## src/rtl/me_pkg.sv

```systemverilog
// Shared types and default dimensions for the integer motion-search controller.
package me_pkg;

    localparam int ME_REF_BEAT_W  = 256;
    localparam int ME_CUR_BEAT_W  = 512;
    localparam int ME_SAD32_W     = 16;
    localparam int ME_SEARCH_COLS = 16;
    localparam int ME_SEARCH_ROWS = 16;
    localparam int ME_REF_PRELOAD = 32;
    localparam int ME_CUR_BEATS   = 16;

    typedef enum logic [2:0] {
        IDLE,
        PRE_REF,
        PRE_CUR,
        SEARCH,
        DRAIN,
        FINISH
    } me_state_t;

endpackage

```

## src/rtl/me_min_tracker.sv

```systemverilog
// Running minimum of SAD32x32 results with the candidate position that produced it.
module me_min_tracker
    import me_pkg::*;
#(
    parameter int SEARCH_COLS = ME_SEARCH_COLS,
    parameter int SEARCH_ROWS = ME_SEARCH_ROWS,
    parameter int SAD_W       = ME_SAD32_W
) (
    input  logic                           clk,
    input  logic                           rst,
    input  logic                           clear,
    input  logic                           enable,
    input  logic                           sad_in_valid,
    input  logic [SAD_W-1:0]               sad_in,
    output logic [SAD_W-1:0]               min_sad,
    output logic [$clog2(SEARCH_COLS)-1:0] min_col,
    output logic [$clog2(SEARCH_ROWS)-1:0] min_row,
    output logic                           all_seen
);

    localparam int CW = $clog2(SEARCH_COLS);
    localparam int RW = $clog2(SEARCH_ROWS);

    logic [CW-1:0] res_col;
    logic [RW-1:0] res_row;
    logic          accept;
    logic          last;

    // Results beyond the final candidate are dropped so a late extra beat cannot move the minimum.
    assign accept = enable & sad_in_valid & ~all_seen;
    assign last   = (res_col == CW'(SEARCH_COLS - 1)) && (res_row == RW'(SEARCH_ROWS - 1));

    always_ff @(posedge clk or posedge rst) begin
        if (rst) begin
            min_sad  <= '1;
            min_col  <= '0;
            min_row  <= '0;
            res_col  <= '0;
            res_row  <= '0;
            all_seen <= 1'b0;
        end else if (clear) begin
            min_sad  <= '1;
            min_col  <= '0;
            min_row  <= '0;
            res_col  <= '0;
            res_row  <= '0;
            all_seen <= 1'b0;
        end else if (accept) begin
            // Strict compare keeps the earliest candidate on ties.
            if (sad_in < min_sad) begin
                min_sad <= sad_in;
                min_col <= res_col;
                min_row <= res_row;
            end
            if (last) begin
                all_seen <= 1'b1;
            end
            if (res_col == CW'(SEARCH_COLS - 1)) begin
                res_col <= '0;
                res_row <= res_row + 1'b1;
            end else begin
                res_col <= res_col + 1'b1;
            end
        end
    end

endmodule

```

## src/rtl/me_search_ctrl.sv

```systemverilog
// Full-search sequencer: preloads reference rows and the current block, walks every
// candidate position through the datapath and reports the minimum SAD32x32.
module me_search_ctrl
    import me_pkg::*;
#(
    parameter int SEARCH_COLS = ME_SEARCH_COLS,
    parameter int SEARCH_ROWS = ME_SEARCH_ROWS,
    parameter int REF_PRELOAD = ME_REF_PRELOAD,
    parameter int CUR_BEATS   = ME_CUR_BEATS,
    parameter int SAD_W       = ME_SAD32_W
) (
    input  logic                           clk,
    input  logic                           rst,
    input  logic                           start,
    input  logic                           abort,
    input  logic                           ref_valid,
    output logic                           ref_ready,
    input  logic                           cur_valid,
    output logic                           cur_ready,
    output logic                           ref_begin_prepare,
    output logic                           pe_begin_prepare,
    output logic                           ref_shift_en,
    output logic [$clog2(SEARCH_COLS)-1:0] search_column_count,
    output logic [$clog2(SEARCH_ROWS)-1:0] search_row_count,
    input  logic                           sad_in_valid,
    input  logic [SAD_W-1:0]               sad_in,
    output logic                           busy,
    output logic                           done,
    output logic [SAD_W-1:0]               best_sad,
    output logic [$clog2(SEARCH_COLS)-1:0] best_col,
    output logic [$clog2(SEARCH_ROWS)-1:0] best_row,
    output me_state_t                      fsm_state
);

    localparam int CW = $clog2(SEARCH_COLS);
    localparam int RW = $clog2(SEARCH_ROWS);
    localparam int BW = $clog2((REF_PRELOAD > CUR_BEATS) ? REF_PRELOAD : CUR_BEATS);

    me_state_t        state;
    logic [BW-1:0]    beat_cnt;
    logic [CW-1:0]    col_cnt;
    logic [RW-1:0]    row_cnt;
    logic             track_clear;
    logic             track_en;
    logic [SAD_W-1:0] min_sad;
    logic [CW-1:0]    min_col;
    logic [RW-1:0]    min_row;
    logic             all_seen;

    // Handshake: a beat transfers on a rising edge where *_valid and *_ready are both high;
    // ready depends only on state, so an upstream stall freezes the current phase.
    assign busy                = (state != IDLE);
    assign done                = (state == FINISH);
    assign ref_ready           = (state == PRE_REF) || (state == SEARCH);
    assign cur_ready           = (state == PRE_CUR);
    assign ref_begin_prepare   = (state == PRE_REF);
    assign pe_begin_prepare    = (state == PRE_CUR);
    assign ref_shift_en        = (state == SEARCH) & ref_valid;
    assign search_column_count = col_cnt;
    assign search_row_count    = row_cnt;
    assign fsm_state           = state;

    assign track_clear = abort | ((state == IDLE) & start);
    assign track_en    = (state == SEARCH) || (state == DRAIN);

    me_min_tracker #(
        .SEARCH_COLS(SEARCH_COLS),
        .SEARCH_ROWS(SEARCH_ROWS),
        .SAD_W      (SAD_W)
    ) u_min_tracker (
        .clk         (clk),
        .rst         (rst),
        .clear       (track_clear),
        .enable      (track_en),
        .sad_in_valid(sad_in_valid),
        .sad_in      (sad_in),
        .min_sad     (min_sad),
        .min_col     (min_col),
        .min_row     (min_row),
        .all_seen    (all_seen)
    );

    always_ff @(posedge clk or posedge rst) begin
        if (rst) begin
            state    <= IDLE;
            beat_cnt <= '0;
            col_cnt  <= '0;
            row_cnt  <= '0;
            best_sad <= '1;
            best_col <= '0;
            best_row <= '0;
        end else if (abort) begin
            state    <= IDLE;
            beat_cnt <= '0;
            col_cnt  <= '0;
            row_cnt  <= '0;
        end else begin
            case (state)
                IDLE: begin
                    beat_cnt <= '0;
                    if (start) begin
                        state <= PRE_REF;
                    end
                end
                PRE_REF: begin
                    if (ref_valid) begin
                        if (beat_cnt == BW'(REF_PRELOAD - 1)) begin
                            beat_cnt <= '0;
                            state    <= PRE_CUR;
                        end else begin
                            beat_cnt <= beat_cnt + 1'b1;
                        end
                    end
                end
                PRE_CUR: begin
                    if (cur_valid) begin
                        if (beat_cnt == BW'(CUR_BEATS - 1)) begin
                            beat_cnt <= '0;
                            state    <= SEARCH;
                        end else begin
                            beat_cnt <= beat_cnt + 1'b1;
                        end
                    end
                end
                SEARCH: begin
                    if (ref_valid) begin
                        if (col_cnt == CW'(SEARCH_COLS - 1)) begin
                            col_cnt <= '0;
                            if (row_cnt == RW'(SEARCH_ROWS - 1)) begin
                                row_cnt <= '0;
                                state   <= DRAIN;
                            end else begin
                                row_cnt <= row_cnt + 1'b1;
                            end
                        end else begin
                            col_cnt <= col_cnt + 1'b1;
                        end
                    end
                end
                DRAIN: begin
                    // The minimum is final once every result is in, so it is published here
                    // and is already stable while done is high.
                    if (all_seen) begin
                        best_sad <= min_sad;
                        best_col <= min_col;
                        best_row <= min_row;
                        state    <= FINISH;
                    end
                end
                FINISH: begin
                    state <= IDLE;
                end
                default: begin
                    state <= IDLE;
                end
            endcase
        end
    end

endmodule

```

## config.mk

```make
export PLATFORM = sky130hd
export DESIGN_NAME = me_search_ctrl
export DESIGN_NICKNAME = d
export VERILOG_FILES = /design/src/rtl/me_pkg.sv /design/src/rtl/me_min_tracker.sv /design/src/rtl/me_search_ctrl.sv
export SDC_FILE = /design/constraint.sdc
export NUM_CORES = 1
export LEC_CHECK = 0
export ABC_CLOCK_PERIOD_IN_PS = 2200
export BUFFER_PORTS_ARGS = -buffer_cell sky130_fd_sc_hd__buf_4
export CELL_PAD_IN_SITES_DETAIL_PLACEMENT = 1
export CELL_PAD_IN_SITES_GLOBAL_PLACEMENT = 2
export CORE_AREA = 8 8 114 116
export CTS_CLUSTER_DIAMETER = 80
export DETAILED_ROUTE_END_ITERATION = 10
export DIE_AREA = 0 0 122 124
export PLACE_DENSITY = 0.89
export SLEW_MARGIN = 40
export SYNTH_ARGS = -nofsm -noshare
export SYNTH_HDL_FRONTEND = slang
export SYNTH_SLANG_ARGS = --single-unit
```

## constraint.sdc

```tcl
create_clock -name clk -period 2.2 [get_ports clk]
set_input_delay 0.22 -clock clk [delete_from_list [all_inputs] [get_ports clk]]
set_output_delay 0.22 -clock clk [all_outputs]
set_load 0.005 [all_outputs]
```

# --- Word-level counts from Yosys, hierarchy flattened ---
# Cells that the tools add are included.
op_classes:
  n_eq_ne: 20
  n_reduce_logical: 21
  mux: 44
  magnitude_cmp: 1
  bitwise_logic: 7
  addsub: 5
op_table:
  columns: ["operator", "n"]
  rows:
  - ["2-to-1 mux 4 bit", 21]
  - ["2-to-1 mux 16 bit", 3]
  - ["2-to-1 mux 3 bit", 10]
  - ["2-to-1 mux 5 bit", 5]
  - ["adder 4 x 1 -> 4 bit, second input constant", 4]
  - ["equality test 4 bit, second input constant", 4]
  - ["less-than comparator 16 bit", 1]
  - ["!= test 3 x 2 -> 1 bit, second input constant", 5]
  - ["one-hot mux 3 bit (5 select lines)", 1]
  - ["one-hot mux 5 bit (3 select lines)", 1]
  - ["nonzero test 2 bit", 7]
  - ["!= test 3 bit, second input constant", 4]
  - ["AND reduction 3 bit", 3]
  - ["AND reduction 9 bit", 1]
  - ["AND reduction 2 bit", 4]
  - ["equality test 3 x 2 -> 1 bit, second input constant", 2]
  - ["equality test 3 bit, second input constant", 2]
  - ["adder 5 x 1 -> 5 bit, second input constant", 1]
  - ["equality test 5 x 4 -> 1 bit, second input constant", 1]
  - ["equality test 5 bit, second input constant", 1]
  - ["AND 1 bit", 4]
  - ["nonzero test 4 bit", 1]
  - ["equality test 3 x 1 -> 1 bit, second input constant", 1]
  - ["logical NOT 3 bit", 1]
  - ["6 further kinds", 10]
word_totals:
  in_bits: 23
  register_bits: 73
  elab_cells: 111
  output_inout_bits: 42

# --- Logic depth before layout (Yosys ltp) ---
# Gate-level depths: netlist (run 1).
logic_depth:
  depth_word: 6
  depth_mapped: 9
  depth_no_buf: 8

# --- Modules after synthesis ---
# Synthesis (run 1) repeated with hierarchy kept, for this count alone.
hier_totals:
  hier_cells: 377
  area_unflattened_um2: 3960.0
modules_own_cells:
  columns: ["module", "seq_area_each_um2", "n_inst", "cells_per_inst", "area_each_um2"]
  rows:
  - ["me_search_ctrl", 1021.0, 1, 174, 1983.2]
  - ["me_min_tracker", 845.8, 1, 203, 1976.9]

# --- Worst setup path before layout (run 1) ---
# OpenSTA, ideal clock, no wires.
synth_timing:
  kind: "flip-flop to flip-flop"
  from: "register u_min_tracker.min_sad[15]"
  to: "register u_min_tracker.min_sad[0]"
  setup_slack_ps: 244
  arrival_time_ps: 1881
  stages_incl_launch_ff: 10
  cell_sequence: "dfstp_2 -> inv_1 -> ha_1 -> nand4_1 -> nor4_1 -> a31oi_1 -> nand4b_1 -> buf_6 -> buf_12 -> mux2i_1"
synth_between:
  elab_chain_cells: 3
synth_lines:
  columns: ["element", "line", "source"]
  rows:
  - ["from (decl)", "me_min_tracker.sv:15", "output logic [SAD_W-1:0] min_sad,"]
  - ["from (signal assigned)", "me_min_tracker.sv:51", "min_sad <= sad_in;"]
  - ["less-than comparator 16 bit", "me_min_tracker.sv:50", "if (sad_in < min_sad) begin"]
  - ["nonzero test 2 bit (no source line)", null, null]
  - ["AND reduction 2 bit (no source line)", null, null]
# No other way between the ends.
# A chain may end at the register's enable or synchronous reset.

# --- Worst setup path after layout (run 1) ---
# Ends and elaborated chain as after synthesis.

==> results of run 1 <==
## through the flow
step	hold slack [ns]	cells	setup TNS [ns]	utilization [%]
final	0.169	612	0	44.1
after global placement	0.342	592	0	41.0
after global routing	0.178	612	-0.00138	44.1
after CTS	0.158	609	0	43.4
after floorplan	0.372	394	0	-
after detailed placement	0.349	592	0	41.0
## cell type report
cell class | count | share of cell area, %
clock buffers | 12 | 4.79
multi-input cells | 278 | 38.4
inverters | 22 | 1.67
clock inverters | 4 | 0.406
well taps | 143 | 3.63
flip-flops and latches | 73 | 37.8
repair buffers | 80 | 13.2
## critical path: stages (launching register included)
cell and delay [ns]:
dfstp_2 0.52, inv_1 0.05, ha_1 0.31, nand4_1 0.16, nor4_2 0.24, a31oi_1 0.11
nand4b_1 0.12, buf_6 0.14, buf_4 0.16, mux2i_1 0.21
## what timing repair did
action | CTS | global route
endpoints found under the setup margin | 1 | 27
resized for setup | 0 | 8
pin swaps | 1 | 6
endpoints found under the hold margin | 31 | 0
setup buffers | 0 | 2
cloned | 0 | 1
hold buffers | 1 | 0
## cells in the mapped netlist, types with 4 or more instances
cell type,n,area [sq um]
clkbuf_1,9,33.8
mux2_1,9,101
o21ai_1,18,90.1
o21ai_0,13,65.1
ha_1,23,288
buf_2,5,25.0
nand2b_1,8,50.1
dfstp_2,32,841
or3_1,4,25.0
nand3_1,7,35.0
inv_1,22,82.6
xor2_1,4,35.0
a21oi_1,13,65.1
dfrtp_1,41,1030
nand2_1,49,184
mux2i_1,29,290
nor2_1,51,191
## kinds of logic after synthesis
family / after synthesis / share of synthesized area, %
buf+inv: 43 / 5.73
simple gates: 144 / 17.9
fa+ha+maj: 23 / 7.28
compound gates: 67 / 10.7
xor+xnor: 6 / 1.33
flops: 73 / 47.2
mux: 38 / 9.91
## power by group through the flow
stage               sequential (mW)  combinational [mW]  clock, mW
finish                         1.47               0.855       1.30
floorplan                      1.46               0.585          0
detailed placement             1.49               0.816          0
global placement               1.49               0.796          0
CTS                            1.47               0.824       1.34
global route                   1.48               0.946       1.39
## placed cells by master, fill, tap and decap left out, drive strengths merged, types with 7 or more instances in the layout
cell and n:
buf 78, nor2 52, nand2 49, dfrtp 41
dfstp 32, o21ai 31, mux2i 29, ha 23
inv 22, a21oi 16, clkbuf 13, mux2 9
nand2b 8, nand3 7
## worst max path at each step
stage / startpoint / endpoint / slack (ns)
after floorplan: rst / beat_cnt[0] / 0.18
after detailed placement: u_min_tracker.min_sad[15] / u_min_tracker.min_col[2] / 0.04
after global placement: u_min_tracker.min_sad[13] / u_min_tracker.min_sad[11] / 0.17
final: u_min_tracker.min_sad[15] / u_min_tracker.min_sad[0] / 0.08
after CTS: u_min_tracker.min_sad[11] / u_min_tracker.min_sad[10] / 0.05
after global routing: u_min_tracker.min_sad[7] / u_min_tracker.min_sad[0] / -0.001
## metal layers
metal  GRT usage, %  vias to the layer above
met5              0                        -
met4           5.32                        0
met3           2.77                       11
met2           22.9                       45
met1           16.0                     1470
li1               -                     1479
==> results.toml, run 1 <==
[timing]
fmax_mhz = 472
setup_viol_count_final = 0
period_minus_slack_ns = 2.12
tightestPinTransition_ns = 0.694
finalCritPeriodShare_pct = 96.2
fin_ws_ns = 0.0833
relSlewSlack_pct = 53.7
clock_skew_ns = 0.00647
hold_viol_final = 0
maxSlewViolCount = 0

[clock_network]
clock_sinks = 73
cts_tree = "built"
cts.clk_slew.worst_paths_ns = 0.06
cts_buffers = 9
ctsHtreeMaxLevel = 3
clock_latency_ns = 0.33
cts_root_buffer = "clkbuf_16"
cts.path.max_buffers = 2

[run]
drv_cap = 0

[setup_path]
r2r_setup_slack_ns = 0.08
crit_type = "register to register"
cp-start-kind = "register"
r2r_start = "u_min_tracker.min_sad[15]"
crit_arrival_ns = 2.37
reg2reg_to = "u_min_tracker.min_sad[0]"
r2r_cells = 9
required_ns = 2.45
cp_max_fo = 5
cp-end-kind = "register"

[power]
p_sw_share_pct = 29.6
pwr_density_cell_nw_per_um2 = 735
p_seq_share_pct = 40.6
p_clk_share_pct = 35.8
vdd_drop_max_v = 0.000354
p_int_mw = 2.55
p_comb_share_pct = 23.6
leakagePower_nw = 2.49
p_switching_mw = 1.07
fin_total_pwr_mw = 3.63

[final_layout]
area_growth_pct = 24.8
n_fill_cell = 1260
multi_input_area_sq_um = 1900
fin_area_sq_um = 4930
register_area_sq_um = 1870
drive_above_1_share_pct = 30.3
largestRegisters = "best_sad x16, u_min_tracker.min_sad x16, beat_cnt x5"
layout.nets = 510
num_antenna_cells = 0

[die]
io_pins = 65
initial_core_util_pct = 35.4
die_height_um = 124
fp.dieArea_sq_um = 15100
placementRows = 39
chipWidth_um = 122
coreArea_sq_um = 11200

[worst_hold_path]
hold_path_depth = 3
hold_end = "u_min_tracker.min_sad[8]"
worstHoldStart = "sad_in[8]"
min_path_type = "input pin to register"

[status]
status = "finished clean"

[synthesis]
ys_async_sr_fraction_pct = 100
synth_area_per_cell_sq_um = 10.0
synth_area_sq_um = 3950
synth-main-ff-cell = "dfrtp_1"
syn_inst = 394
ys_warn_count = 0
ys_ff_latch = 73
synth_edf_count = 0
ys_types = 52
seq_area_frac_synth_pct = 47.2
synth_fp_nets = 440

[placed_design]
io_buffers = 64
dpl_cell_area_sq_um = 4580
gp_congestion = 0.748
dp_slack_ns = 0.0361
dpl.hpwl_mm = 6.86

[detailed_routing]
initialDrtViolationCount = 91
dr.pass1.iters = 4
drt_wl_total_mm = 9.75
routedLengthMet1_mm = 4.36
ant_nets = 0
maxUsedRoutingLayer = "met4"
viasPerCell = 4.91
wl_per_cell_um = 15.9
vias = 3005
wl_met2_mm = 4.87
met3_length_um = 364
drc = 0

[global_route]
grt_pass1_vias = 3350
grtUsageTotal_pct = 13.3
grt_pass1_wl_mm = 16.2
grt_max_degree = 74
overflow = 0
grt_antenna_before_repair = 0
Note: power is estimated with default switching activity, not from simulation.
==> inputs of run 2 (changes only) <==
Settings changed: ABC_CLOCK_PERIOD_IN_PS 2200 to 2500, CORE_AREA 8 8 114 116 to 8 8 111 113, DIE_AREA 0 0 122 124 to 0 0 119 121, PLACE_DENSITY 0.89 to 0.94.
Clock period 2.2 ns to 2.5 ns, I/O delays scaled along.
==> results.toml, run 2 (same netlist as run 1, synthesis figures left out) <==
[status]
status = "finished clean"

[clock_network]
ctsHtreeMaxLevel = 3
clock_latency_ns = 0.35
cts.path.max_buffers = 2
postCtsSetupBuffers = 0
cts_tree = "built"
cts_root_buffer = "clkbuf_8"
cts.clk_slew.worst_paths_ns = 0.08
cts_buffers = 9
clock_sinks = 73

[die]
initial_core_util_pct = 37.3
placementRows = 38
die_height_um = 121
fp.dieArea_sq_um = 14400
chipWidth_um = 119
io_pins = 65
coreArea_sq_um = 10600

[setup_path]
required_ns = 2.77
r2r_start = "u_min_tracker.min_sad[13]"
cp_max_fo = 15
cp-end-kind = "register"
crit_type = "register to register"
cpMaxStageDelayCell = "dfstp_2"
crit_path_cell_trace = "inv_1 > ha_1 > nand4_1 > nor4_1 > a31oi_1 > nand4b_1 > buf_4 > mux2i_1"
crit_arrival_ns = 2.50
slowest_delay_ns = 0.55
cp-start-kind = "register"
crit_path_start = "u_min_tracker.min_sad[13]"
cpLargestDelayFamily = "simple AND/OR/NAND/NOR gates"
cp_num_buf_inv = 2

[detailed_routing]
wl_per_cell_um = 15.8
drc = 0
drt_wl_total_mm = 9.53
dr.pass1.iters = 4
initialDrtViolationCount = 112
ant_nets = 0
viasPerCell = 4.98
vias = 3005

[timing]
setup_viol_count_final = 0
clock_skew_ns = 0.0134
fin_setup_tns_ns = 0
hold_viol_final = 0
relSlewSlack_pct = 64.7
finalCritPeriodShare_pct = 89.3
period_minus_slack_ns = 2.23
hold_ws_ns = 0.183
maxSlewViolCount = 0
rsz0062_at_grt = "no"
fin_ws_ns = 0.267
tightestPinTransition_ns = 0.529
fmax_mhz = 448

[worst_hold_path]
min_path_type = "input pin to register"
worstHoldStart = "sad_in[12]"

[global_route]
grt_max_degree = 53
overflow = 0
grt_pass1_wl_mm = 16.0
grtUsageTotal_pct = 13.7
grt_antenna_before_repair = 0
grt_pass1_vias = 3299

[final_layout]
area_growth_pct = 21.9
largestRegisters = "best_sad x16, u_min_tracker.min_sad x16, beat_cnt x5"
final_common_cell = "buf_4"
fin_area_sq_um = 4820
drive_above_1_share_pct = 28.7
final_cell_mix = "buf_4 (73), nor2_1 (51), nand2_1 (49)"
layout.nets = 505
num_antenna_cells = 0

[run]
drv_cap = 0

[power]
pwr_density_cell_nw_per_um2 = 657
leakagePower_nw = 2.45
fin_total_pwr_mw = 3.16
vdd_drop_max_v = 0.000368

[placed_design]
dpl_cell_area_sq_um = 4550
dpl.hpwl_mm = 7.08
io_buffers = 64
gp_congestion = 0.779
dp_slack_ns = 0.299
## run 2: final timing paths
check                           cells after the start                   endpoint  slack (ns)
max in group asynchronous                           4                best_sad[5]        1.28
worst min register to register                      2               best_sad[11]        0.47
worst max-delay path                                8  u_min_tracker.min_sad[11]        0.27
worst min-delay path                                3  u_min_tracker.min_sad[12]        0.18
worst max register to register                      8  u_min_tracker.min_sad[11]        0.27
min in group asynchronous                           3     search_column_count[3]        0.50
## run 2: final cells by class
type | count | area, sq um
Clock buffer | 13 | 191
Clock inverter | 3 | 66.3
Fill cell | 1235 | 5780
Inverter | 22 | 82.6
Multi-Input combinational cell | 278 | 1860
Sequential cell | 73 | 1870
Tap cell | 140 | 175
Timing Repair Buffer | 75 | 578
## run 2: repair_timing
item / in CTS / in global routing
hold buffers: 1 / 0
resized for setup: 0 / 0
hold endpoints to repair: 20 / 0
## run 2: worst reg2reg max path: cells and delay by family (launching register included)
family | cells | cell delay [ns]
simple gates | 3 | 0.60
compound gates | 1 | 0.13
flops | 1 | 0.55
fa+ha+maj | 1 | 0.29
mux | 1 | 0.24
buf+inv | 2 | 0.35
## run 2: per-layer routing
metal	GRT usage [%]	part of all wire [%]	wire, um	vias up
met1	16.1	45	4330	1481
met2	23.9	50	4780	42
met5	0	0	0	-
met4	5.45	1.1	109	0
met3	2.75	3.2	302	9
li1	-	-	-	1473
## run 2: metrics by stage
step	std cells	util (%)
finish	604	45.5
global route	604	45.5
CTS	604	45.5
detailed placement	587	42.9
global placement	587	42.9
floorplan	394	-
## run 2: where the power goes
group	internal, mW	total (mW)	switching, mW	leakage, nW
combinational	0.308	0.687	0.378	1.41
sequential	1.24	1.31	0.0784	0.903
clock	0.712	1.16	0.451	0.130
total	2.26	3.16	0.908	2.45
